==> src/rtl/fifo_pop_dispatch_pkg.sv <==
// Shared constants and the tagged output word for the pop/dispatch stage.
// The tagged word carries the source queue id alongside the FIFO data.
package fifo_pop_dispatch_pkg;
  localparam int NUM_Q      = 4;
  localparam int ID_W       = 2;
  localparam int DATA_W_DEF = 6;

  typedef struct packed {
    logic [ID_W-1:0]       cls;
    logic [DATA_W_DEF-1:0] data;
  } tag_word_t;
endpackage

==> src/rtl/fifo_pop_dispatch_pop_out_buf.sv <==
// Small synchronous FIFO holding dispatched words: one-cycle write, head visible next cycle.
// No internal backpressure; pushes when full and pops when empty are ignored.
module pop_out_buf #(
  parameter int WIDTH = 8,
  parameter int DEPTH = 3
) (
  input  logic             clk,
  input  logic             reset,
  input  logic             push,
  input  logic [WIDTH-1:0] push_data,
  input  logic             pop,
  output logic [WIDTH-1:0] head,
  output logic             full,
  output logic             empty
);
  localparam int PW = (DEPTH > 1) ? $clog2(DEPTH) : 1;
  localparam int CW = $clog2(DEPTH + 1);
  localparam logic [PW-1:0] LAST = PW'(DEPTH - 1);

  logic [WIDTH-1:0] mem [DEPTH];
  logic [PW-1:0]    wr_ptr;
  logic [PW-1:0]    rd_ptr;
  logic [CW-1:0]    count;
  logic             do_push;
  logic             do_pop;

  assign full    = (count == CW'(DEPTH));
  assign empty   = (count == '0);
  assign do_push = push & ~full;
  assign do_pop  = pop & ~empty;
  assign head    = mem[rd_ptr];

  // Pointers wrap at DEPTH, which need not be a power of two.
  always_ff @(posedge clk or negedge reset) begin
    if (!reset) begin
      for (int i = 0; i < DEPTH; i++) mem[i] <= '0;
      wr_ptr <= '0;
      rd_ptr <= '0;
      count  <= '0;
    end else begin
      if (do_push) begin
        mem[wr_ptr] <= push_data;
        wr_ptr      <= (wr_ptr == LAST) ? '0 : wr_ptr + 1'b1;
      end
      if (do_pop) begin
        rd_ptr <= (rd_ptr == LAST) ? '0 : rd_ptr + 1'b1;
      end
      if (do_push && !do_pop) begin
        count <= count + 1'b1;
      end else if (!do_push && do_pop) begin
        count <= count - 1'b1;
      end
    end
  end
endmodule

==> src/rtl/fifo_pop_dispatch.sv <==
// Pops granted queues, captures the returned word a cycle later and dispatches it tagged with its class.
// Grant-to-valid_out latency 2; credits stop grants when in-flight plus buffered words reach OUT_DEPTH.
import fifo_pop_dispatch_pkg::*;

module fifo_pop_dispatch #(
  parameter int DATA_W    = DATA_W_DEF,
  parameter int OUT_DEPTH = 3
) (
  input  logic                    clk,
  input  logic                    reset,
  input  logic [ID_W-1:0]         id,
  input  logic                    id_valid,
  output logic                    id_ready,
  input  logic [NUM_Q-1:0]        empty,
  output logic [NUM_Q-1:0]        pop,
  input  logic [NUM_Q*DATA_W-1:0] fifo_data,
  output logic [DATA_W-1:0]       data_out,
  output logic [ID_W-1:0]         class_out,
  output logic                    valid_out,
  input  logic                    ready_in,
  output logic                    drop
);
  localparam int CW = $clog2(OUT_DEPTH + 1);

  logic [CW-1:0]   cnt;
  logic            grant;
  logic            accept;
  logic            xfer;
  logic            inflight_vld;
  logic [ID_W-1:0] inflight_id;
  tag_word_t       buf_in;
  tag_word_t       buf_head;
  logic            buf_empty;
  logic            unused_buf_full;

  // Credit check uses only registered state, so ready_in never reaches id_ready.
  assign id_ready = reset & (cnt < CW'(OUT_DEPTH));
  assign grant    = id_valid & id_ready;
  assign accept   = grant & ~empty[id];

  always_comb begin
    pop = '0;
    if (accept) pop[id] = 1'b1;
  end

  assign buf_in.cls  = inflight_id;
  assign buf_in.data = fifo_data[inflight_id*DATA_W +: DATA_W];

  assign valid_out = ~buf_empty;
  assign data_out  = buf_head.data;
  assign class_out = buf_head.cls;
  assign xfer      = valid_out & ready_in;

  always_ff @(posedge clk or negedge reset) begin
    if (!reset) begin
      inflight_vld <= 1'b0;
      inflight_id  <= '0;
      drop         <= 1'b0;
      cnt          <= '0;
    end else begin
      inflight_vld <= accept;
      if (accept) inflight_id <= id;
      drop <= grant & empty[id];
      if (accept && !xfer) begin
        cnt <= cnt + 1'b1;
      end else if (!accept && xfer) begin
        cnt <= cnt - 1'b1;
      end
    end
  end

  pop_out_buf #(
    .WIDTH($bits(tag_word_t)),
    .DEPTH(OUT_DEPTH)
  ) u_out_buf (
    .clk      (clk),
    .reset    (reset),
    .push     (inflight_vld),
    .push_data(buf_in),
    .pop      (xfer),
    .head     (buf_head),
    .full     (unused_buf_full),
    .empty    (buf_empty)
  );
endmodule

==> config.mk <==
export PLATFORM = sky130hd
export DESIGN_NAME = fifo_pop_dispatch
export DESIGN_NICKNAME = d
export VERILOG_FILES = /design/src/rtl/fifo_pop_dispatch_pkg.sv /design/src/rtl/fifo_pop_dispatch_pop_out_buf.sv /design/src/rtl/fifo_pop_dispatch.sv
export SDC_FILE = /design/constraint.sdc
export NUM_CORES = 1
export LEC_CHECK = 0
export CAP_MARGIN = 20
export CORE_AREA = 2 2 62 64
export CTS_BUF_LIST = sky130_fd_sc_hd__clkbuf_4
export CTS_CLUSTER_DIAMETER = 120
export DETAILED_ROUTE_END_ITERATION = 10
export DIE_AREA = 0 0 64 66
export PLACE_DENSITY_LB_ADDON = 0.25
export SLEW_MARGIN = 20
export SYNTH_ARGS = -nofsm -noshare
export SYNTH_HDL_FRONTEND = slang
export SYNTH_SLANG_ARGS = --single-unit
==> constraint.sdc <==
create_clock -name clk -period 3.8 [get_ports clk]
set_input_delay 0.76 -clock clk [delete_from_list [all_inputs] [get_ports clk]]
set_output_delay 0.76 -clock clk [all_outputs]
set_load 0.05 [all_outputs]
; Word level (Yosys, flattened, before mapping)
; Cells that the tools add are included.
; Widths: inputs -> output; s select.
[totals]
ff_bits = 36
ramBits = 0
n_memories = 0
elab_cells = 69
mem_bits_ro = 0
latch_bits = 0
[op_classes]
div = 0
add_sub_neg = 6
n_eq_ne = 3
reduce_logical = 13
n_bitwise = 12
n_shift = 1
magnitude_cmp = 6
muxes = 17
n_mul = 1
[op_table]
columns = cell, n
row1 = $bwmux 24, 1
row2 = $mux 8, 3
row3 = $shiftx 24x6->6, 1
row4 = $bmux 8 s2, 1
row5 = $demux 8 s2, 1
row6 = $mux 2, 6
row7 = $add 2x1->2 const B, 4
row8 = $and 1x1->1, 7
row9 = $eq 2x2->1 const B, 3
row10 = $ge 3x3->1 const B, 2
row11 = $logic_and 1x1->1, 6
row12 = $not 2->3, 2
row13 = $logic_not 1->1, 4
row14 = $mul 2x2->4 const B, 1
row15 = $mux 4, 1
row16 = $reduce_bool 2->1, 2
row17 = $sub 2x1->2 const B, 2
row18 = $lt 2x3->1 const B, 1
row19 = $lt 3x1->1 const B, 1
row20 = $not 1->1, 3
row21 = $bmux 1 s2, 1
row22 = $demux 1 s2, 1
row23 = $ge 2x1->1 const B, 1
row24 = $logic_not 2->1, 1
row25 = other kinds (2), 3

; Longest topological paths before layout
[logic_depth]
word_depth = 8
mapped_depth = 7
mapped_depth_nobuf = 6

; Modules after synthesis
; From an unflattened synthesis, not the netlist that was laid out.
[unflattened]
cells_unflattened = 139
hier_area_um2 = 1853.0
[by_module_without_submodules]
columns = module, instances, seq_area_each_um2, area_each_um2, cells_each
row1 = pop_out_buf, 1, 750.7, 1356.3, 101
row2 = fifo_pop_dispatch, 1, 150.1, 496.7, 38

; Worst setup path before layout
; Ideal clock, no wire load.
[synth_timing]
kind = input to output
startpoint = input port reset
endpoint = output port pop[1]
arrival_time_ns = 3.541
required_time_ns = 3.040
n_path_buf = 0
cell_stages = 3
setup_slack_ns = -0.501
cell_sequence = a21boi_1 nand2_1 nor4b_1
[synth_via]
elab_chain_cells = 4
[synth_lines]
columns = element, line
row1 = "start, declared", fifo_pop_dispatch.sv:10  ; input logic reset,
row2 = $and 1x1->1, fifo_pop_dispatch.sv:37  ; assign id_ready = reset & (cnt < CW'(OUT_DEPTH));
row3 = $and 1x1->1, fifo_pop_dispatch.sv:38  ; assign grant = id_valid & id_ready;
row4 = $and 1x1->1, fifo_pop_dispatch.sv:39  ; assign accept = grant & ~empty[id];
row5 = $mux 4, fifo_pop_dispatch.sv:43  ; if (accept) pop[id] = 1'b1;
row6 = "end, declared", fifo_pop_dispatch.sv:15  ; output logic [NUM_Q-1:0] pop,
; No other way between the ends.

; Worst setup path after layout
[layout_timing]
startpoint = register u_out_buf.rd_ptr[1]
endpoint = output port data_out[0]
[layout_via]
elab_chain_cells = 4
[layout_lines]
columns = element, line
row1 = "start, declared", fifo_pop_dispatch_pop_out_buf.sv:22  ; logic [PW-1:0] rd_ptr;
row2 = "start signal, assigned", fifo_pop_dispatch_pop_out_buf.sv:46  ; rd_ptr <= (rd_ptr == LAST) ? '0 : rd_ptr + 1'b1;
row3 = $not 2->3 (not written as such), fifo_pop_dispatch_pop_out_buf.sv:31  ; assign head = mem[rd_ptr];
row4 = $bmux 8 s2, fifo_pop_dispatch_pop_out_buf.sv:31
row5 = $mux 8 (not written as such) (2 in series), fifo_pop_dispatch_pop_out_buf.sv:31
row6 = "end, declared", fifo_pop_dispatch.sv:17  ; output logic [DATA_W-1:0] data_out,
; No other way between the ends. The select of a mux whose other input is x is not followed.

==> impl_metrics.ini <==
[status]
outcome = finished clean

[synth]
syn_area_per_cell_um2 = 13.3
ys_top_cells_by_area = dfrtp_1, mux2_2, mux4_2, mux2i_1, o21ai_0
yosysMostFrequentCell = dfrtp_1
synthArstFlopShare = 1.00
synth_common_cells = dfrtp_1, mux2_2, nand2_1
synth_nets = 173
ys_seq_area_frac = 0.495
synth.distinct_cells = 31
yosys.area.top_type = dfrtp_1
synth_edf_count = 0
ys.flop_type = dfrtp_1
netlist_area_mm2 = 0.00182
netlist_instances = 137
yosysTopAreaCellShare = 0.495
synth-seq-cells = 36
ys_warn_count = 0

[setup_path]
worstPathMaxFanout = 11
cp-start-kind = flip-flop
critPathRequiredTime_ns = 3.04
crit_path_cell_trace = nor2b_1, nand2_1, o21ai_0, clkdlybuf4s50_1
critical-path-top-delay-family = buffers and inverters
path_class = reg2out
arrival_ns = 2.59
worst_path_max_delay_cell = clkdlybuf4s50_1
critPathCaptureType = output port
crit_buf_inv = 1
slowest_delay_ns = 0.84

[grt]
grt-ovfl-total = 0
grt_pass1_wl_um = 6480
grt_usage = 0.206
grt_max_degree = 37
antenna_found_initial = 0
grt_pass1_vias = 1400

[die]
core-area_mm2 = 0.00355
dieArea_mm2 = 0.00422
row_count = 22
die_w_um = 64
die_h_um = 66
ioPinCount = 49
initial_core_util = 0.513

[timing]
tightestPinTransition_ns = 0.633
max_freq_mhz = 299
hold-worst-slack_ns = 0.474
fin_crit_sh = 0.881
rsz0062_at_grt = no
finalCriticalPeriod_ns = 3.35
setup-tns-final_ns = 0
slew_viol_final = 0
hold_viol_final = 0
clock-skew-final_ns = 0.00536
worst_slew_margin_rel = 0.574
setup_viol = 0

[place]
routabilityCongestion = 0.770
place_hpwl_um = 2840
placed_area_mm2 = 0.00242
portBuffers = 48
dp.cells = 229

[cells_and_area]
post-route-cell-area_mm2 = 0.00247
drive_gt1_frac = 0.307
synthToLayoutAreaGrowth_pct = 35.9
antenna_cells_inserted = 0
finalNonFillerCells = 237
fin_nets = 224

[pwr]
finalPower_uw = 1870
p_per_area_mw_per_mm2 = 754
p_leak_uw = 0.00104
ir_drop_uv = 343

[clock_network]
clkTransAtPathRegs_ns = 0.10
cts.path.max_buffers = 2
cts_setup_buffers = 0
cts.sinks = 36
clkLatencyLatePin_ns = 0.33
cts_resized = 0
cts_hold_buffers = 0
cts_max_level = 2
cts-buffers-inserted = 5
clock-root-buffer = clkbuf_4
cts_tree = built

[hold_path]
hold_path_class = reg2reg

[route]
drt_iter0_drc = 54
drt_drc_violations_left = 0
routed_via_density = 5.33
vias = 1264
ant_nets = 0
wire_per_inst_um = 15.9
drtPass1Iterations = 4
routed_wirelength_um = 3780

[flow_run]
maxCapViolCount = 0
[sequential cells by signal, summed over array words and instances, names as in the netlist]
name / flops
cnt: 2
drop: 1
inflight_id: 2
inflight_vld: 1
u_out_buf.count: 2
u_out_buf.mem: 24
u_out_buf.rd_ptr: 2
u_out_buf.wr_ptr: 2
[report_power, final]
part           leakage, µW  internal, µW  total [µW]  switching [µW]
clock network    0.0000338          85.4         203             117
registers         0.000431           558         727             169
logic             0.000579           435         936             501
[worst register-to-register path, cell delays in order, from the launching register on]
cell and delay, ns:
dfrtp_1 0.45, o21ai_0 0.55, ha_1 0.28, xor2_1 0.16, nor2_1 0.07, xor2_1 0.14
[worst paths after layout]
kind                                           end  cells after the start  slack, ns                start
worst max-delay path                   data_out[0]                      4       0.45  u_out_buf.rd_ptr[1]
worst min-delay path                        cnt[1]                      1       0.47               cnt[1]
worst max register to register              cnt[1]                      5       2.03   u_out_buf.count[0]
worst min register to register              cnt[1]                      1       0.47               cnt[1]
max in group asynchronous         u_out_buf.mem[7]                      2       2.60                reset
min in group asynchronous       u_out_buf.count[1]                      2       0.89                reset
[metal layers]
metal	wire [µm]	vias to the layer above	track usage	share of wire
li1	-	604	-	-
met1	1600	616	0.241	0.42
met2	1920	37	0.361	0.51
met3	193	7	0.0596	0.051
met4	56	0	0.0707	0.015
met5	0	-	0	0
[area by class of cell]
cell class / instances / area (µm²)
clock buffer: 7 / 52.6
clock inverter: 1 / 3.75
fill: 253 / 1080
inverter: 1 / 3.75
multi-input combinational: 94 / 907
sequential: 36 / 901
tap: 48 / 60.1
timing repair buffer: 50 / 546
[cells by family (layout without fill, tap and decap cells)]
group,Yosys count,in the layout,share of synthesized area
compound gates,15,15,0.0522
fa+ha+maj,2,2,0.0137
xor+xnor,6,6,0.0289
flops,36,36,0.495
simple gates,28,28,0.0894
buf+inv,7,59,0.0165
mux,43,43,0.304
[stage by stage]
step / util / worst slack, ns
6_report: 0.697 / 0.450
5_1_grt: 0.697 / 0.298
4_1_cts: 0.697 / 0.413
3_5_place_dp: 0.681 / 0.763
3_3_place_gp: 0.681 / 0.787
2_1_floorplan: - / 0.128
[layout by cell type, fill, tap and decap left out, types with 2 or more instances in the layout]
master	netlist	final
buf_4	0	2
nand3b_2	2	2
mux2_2	25	25
clkdlybuf4s50_1	0	43
buf_12	0	5
ha_1	2	2
dfrtp_1	36	36
mux2i_1	10	10
xnor2_1	2	2
xor2_1	4	4
a21o_1	2	2
o21ai_0	9	9
mux4_2	7	7
clkbuf_4	0	7
nand3_1	2	2
nand2_1	12	12
nor2_1	3	3
Power figures use the tool's default switching activity.
==> patch 1: new RTL, same settings <==
Make the reset (`reset`) synchronous in 2 clocked blocks.
--- a/src/rtl/fifo_pop_dispatch_pop_out_buf.sv
+++ b/src/rtl/fifo_pop_dispatch_pop_out_buf.sv
@@ -31,7 +31,7 @@
   assign head    = mem[rd_ptr];
 
   // Pointers wrap at DEPTH, which need not be a power of two.
-  always_ff @(posedge clk or negedge reset) begin
+  always_ff @(posedge clk) begin
     if (!reset) begin
       for (int i = 0; i < DEPTH; i++) mem[i] <= '0;
       wr_ptr <= '0;
--- a/src/rtl/fifo_pop_dispatch.sv
+++ b/src/rtl/fifo_pop_dispatch.sv
@@ -51,7 +51,7 @@
   assign class_out = buf_head.cls;
   assign xfer      = valid_out & ready_in;
 
-  always_ff @(posedge clk or negedge reset) begin
+  always_ff @(posedge clk) begin
     if (!reset) begin
       inflight_vld <= 1'b0;
       inflight_id  <= '0;
Function: differs if reset is asserted again (counterexample within 4 cycles, from zero or initial values and one cycle with reset low); with reset held inactive, the same outputs for 4 cycles.
==> patch 1 against the original RTL <==
- final area up 11%
- global-route usage rose by 1.6 points
- sequential cell count grew 10
- hold slack improved by 26 ps
- worst setup slack improved by 260 ps
- count of clock-buffer cells in the layout is the same
- wire length is 12% higher
- synthesized cell count up 5.1%
- synthesized area increased by 18%
- maximum frequency up 8.3%
- cell count rose by 2.5%
- register-to-register slack worse by 200 ps
- highest routed layer unchanged
Power is not compared: it rests on default switching activity, and its combinational part moved more than twofold at a synthesized area within 25%.
==> patch 1: results (changes against the original RTL) <==
| Metric | Value |
|---|---|
| Initial DRC Count | `40 (-26%)` |
| Status | `complete, no violations` |
| Vias in the first global route | `1,442 (+3.0%)` |
| Detailed-placement wirelength estimate | `3150 um (+11%)` |
| CP peak stage delay | `720 ps (-120 ps)` |
| FF-to-FF End | `u_out_buf.mem[0][5]` |
| Synth Instances | `144 (+5.1%)` |
| Clock skew | `15.0 ps (+9.68 ps)` |
| Share of layout cells above drive strength 1 | `19.0% (-12 points)` |
| Met2 Resource Use GR | `41.1% (+5.1 points)` |
| Hold path cells | `2 (+1)` |
| First-pass GRT wire length | `6820 um (+5.2%)` |
| Met3 Track Usage GR | `5.79% (-0.17 points)` |
| Fillers | `226 (-11%)` |
| Min-delay src | `u_out_buf.rd_ptr[0]` |
| Pin count of the biggest net entering global routing | `14 (-62%)` |
| Postcts setup bufs | `0 (unchanged)` |
| Max transition margin | `43.8% (-14 points)` |
| F_max | `0.323 GHz (+8.3%)` |
| Avg WL per Cell | `17.4 um (+9.2%)` |
| Top post-synthesis cells by count | `edfxtp_1, and2_1, mux4_2, dfxtp_1, nand2_1` |
| Worst-case reg-to-reg path depth | `3 (-2)` |
| Async SR Flop Fraction | `0% (-100 points)` |
| CP Data Arrival Time | `2330 ps (-260 ps)` |
| Fin nets | `230 (+2.7%)` |
| Main area contributors after synthesis | `edfxtp_1, mux4_2, dfxtp_1` |
| FF-to-FF setup slack | `1830 ps (-200 ps)` |
| Crit-path max FO | `8 (-3)` |
| Met1 WL | `1580 um (-1.6%)` |
| Number of vias per cell | `5.59 (+4.8%)` |
| Met3 wire length | `226 um (+17%)` |
| Post-synth EDFFs | `32 (+32)` |
| Most common cell after layout, fill and taps aside | `clkdlybuf4s50_1` |
| Hold Slack | `500 ps (+25.6 ps)` |
| Grt met1 use | `24.2% (+0.084 points)` |
| Hold Path Sink | `u_out_buf.rd_ptr[0]` |
| Worst-Skew Late Latency | `350 ps (+20 ps)` |
| Synth-to-Final Area Change | `27.3%` |
| TritonRoute pass-1 iters | `4 (unchanged)` |
| Top_reg_cell synth | `edfxtp_1` |
| Sequential share of the synthesized area | `57.5% (+8.1 points)` |
| Placed Instances | `235 (+2.6%)` |
[patch 1: power by group through the flow]
stage / Combinational [mW] / Sequential [mW] / Clock (mW)
2_1_floorplan: 0.300 / 0.624 / 0
3_3_place_gp: 0.384 / 0.655 / 0
3_5_place_dp: 0.397 / 0.660 / 0
4_1_cts: 0.399 / 0.648 / 0.304
5_1_grt: 0.420 / 0.655 / 0.325
6_report: 0.396 / 0.645 / 0.301
[patch 1: cell families (layout without fill, tap and decap cells)]
family / count (synthesis) / count (layout) / share of synthesized area, %
xor gates and xnor gates: 4 / 4 / 1.62
and+or+nand+nor: 55 / 55 / 17.5
AOI/OAI and AO/OA: 10 / 10 / 3.42
buffers and inverters: 10 / 61 / 2.20
muxes: 17 / 17 / 16.6
DFF: 46 / 46 / 57.5
adders and majority gates: 2 / 2 / 1.16
[patch 1: final cells by class]
class	count	area share [%]
sequential	46	45.2
multi-input combinational	88	31.6
timing repair buffer	49	17.4
tap	48	2.19
clock buffer	7	1.91
clock inverter	1	1.09
inverter	4	0.547
==> patch 2: new RTL, same settings <==
Made on the original files. `NUM_Q`: 4 -> 5.
--- a/src/rtl/fifo_pop_dispatch_pkg.sv
+++ b/src/rtl/fifo_pop_dispatch_pkg.sv
@@ -1,7 +1,7 @@
 // Shared constants and the tagged output word for the pop/dispatch stage.
 // The tagged word carries the source queue id alongside the FIFO data.
 package fifo_pop_dispatch_pkg;
-  localparam int NUM_Q      = 4;
+  localparam int NUM_Q      = 5;
   localparam int ID_W       = 2;
   localparam int DATA_W_DEF = 6;
 
Ports: changed (resized empty, fifo_data and pop); port bits go from 49 to 57. No check against the original RTL was run, so the function may have changed too.
==> patch 2 against the original RTL <==
- wire length increased by 4.1%
- critical endpoint unchanged
- final area grew 1.1%
- critical path type unchanged
- synthesized area up 0.62%
- total power rose by 3.7%
- worst setup slack lost 150 ps
- utilization is 0.78 points higher
- sequential cell count unchanged
==> patch 2: results (changes against the original RTL) <==
| Metric | Value |
|---|---|
| CP peak stage delay | `840 ps (about the same)` |
| Slowest cell on the critical path | `clkdlybuf4s50_1` |
| Hold WC Path Type | `flop to flop` |
| Top Family by Delay on Critical Path | `buffers and inverters` |
| CP Data Arrival Time | `2740 ps (+150 ps)` |
| Mean post-synth cell area | `13.2 um2 (-0.83%)` |
| Sequential share of the synthesized area | `49.2% (-0.30 points)` |
| Pre-CTS WS | `701 ps (-61.6 ps)` |
| Syn Nets | `182 (+5.2%)` |
| I/O Buffers | `48 (unchanged)` |
| Int Pwr | `1.13 mW (+4.8%)` |
| Worst-path clk slew | `110 ps` |
| Routability Congestion | `0.731 (-5.0%)` |
| Placed Instances | `230 (+0.44%)` |
| TritonRoute pass-1 iters | `4 (unchanged)` |
| Dpl cell area | `2420 um2 (+0.16%)` |
| Max transition margin | `50.2% (-7.2 points)` |
| CTS HTree Levels | `2 (unchanged)` |
| Status | `complete, no violations` |
| Initial antenna violation count | `0 (unchanged)` |
| Layout Cells excl Fill | `238 (+0.42%)` |
| Avg WL per Cell | `16.5 um (+3.7%)` |
| Crit-path max FO | `11 (unchanged)` |
| Biggest register | `u_out_buf.mem` |
| Post-layout util | `70.4% (+0.78 points)` |
| Clock skew | `14.6 ps (+9.27 ps)` |
| P_leak | `1.05 nW (+1.0%)` |
| Diodes inserted | `0 (unchanged)` |
| Worst VDD drop | `342 uV (about the same)` |
| Post-synthesis cell type count | `33 (+6.5%)` |
| Number of vias per cell | `5.50 (+3.2%)` |
| Share of layout cells above drive strength 1 | `31.1% (+0.36 points)` |
| Detailed-placement wirelength estimate | `2870 um (+1.1%)` |
| Initial DRC Count | `34 (-37%)` |
| Number of CTS-inserted buffers | `5 (unchanged)` |
| Fillers | `266 (+5.1%)` |
| Max reg flops | `24 (unchanged)` |
| Clock Root Buffer | `clkbuf_4` |
| Async SR Flop Fraction | `100% (unchanged)` |
| Main area contributors after synthesis | `dfrtp_1, mux2_2, mux4_2` |
| Vias in the first global route | `1,408 (+0.57%)` |
| All-layer global routing usage | `21.0% (+0.43 points)` |
| Resize count post-CTS | `0 (unchanged)` |
| Pin count of the biggest net entering global routing | `37 (unchanged)` |
| Yosys Warn Count | `0 (unchanged)` |
| Postcts setup bufs | `0 (unchanged)` |
| First-pass GRT wire length | `6570 um (+1.4%)` |
| Top post-synthesis cells by count | `dfrtp_1, mux2_2, nand2_1, mux2i_1, o21ai_0` |
| Worst-Skew Late Latency | `350 ps (+20 ps)` |
| Max clock buf depth | `2 (unchanged)` |
==> patch 2: worst paths after layout <==
path	from	end	slack [ps]	cells past startpoint
max	u_out_buf.rd_ptr[1]	data_out[0]	300	4
min in group asynchronous	reset	u_out_buf.mem[3]	880	2
min	cnt[1]	cnt[1]	480	1
min reg2reg	cnt[1]	cnt[1]	480	1
max reg2reg	u_out_buf.count[0]	cnt[1]	2030	5
max in group asynchronous	reset	u_out_buf.mem[0]	2600	2
==> patch 2: metal layers <==
metal  GRT usage, %  vias to the layer above  routed length [um]
li1               -                      608                   -
met1           23.5                      655                1480
met2           38.3                       40                2190
met3           6.30                        7                 215
met4           6.52                        0                  53
met5              0                        -                   0
==> patch 2: power by group through the flow <==
stage | sequential (mW) | combinational, mW | clock [mW]
after floorplan | 0.648 | 0.723 | 0
after global routing | 0.756 | 0.998 | 0.290
after detailed placement | 0.737 | 0.947 | 0
final | 0.726 | 0.941 | 0.267
after global placement | 0.717 | 0.918 | 0
after CTS | 0.729 | 0.951 | 0.274
==> patch 2: cell type report <==
type	count	area share, %
Tap cell	48	2.40
Inverter	1	0.150
Timing Repair Buffer	50	21.8
Clock inverter	3	1.70
Multi-Input combinational cell	95	36.4
Sequential cell	36	36.0
Clock buffer	5	1.50
==> patch 2: cells by family (layout without fill, tap and decap cells) <==
family,count (synthesis),in the layout,synth area share (%)
buf+inv,8,59,2.05
xor+xnor,6,6,2.87
mux,43,43,30.3
fa+ha+maj,2,2,1.37
other cells,1,1,0.205
flops,36,36,49.2
compound gates,15,15,5.19
simple gates,28,28,8.88
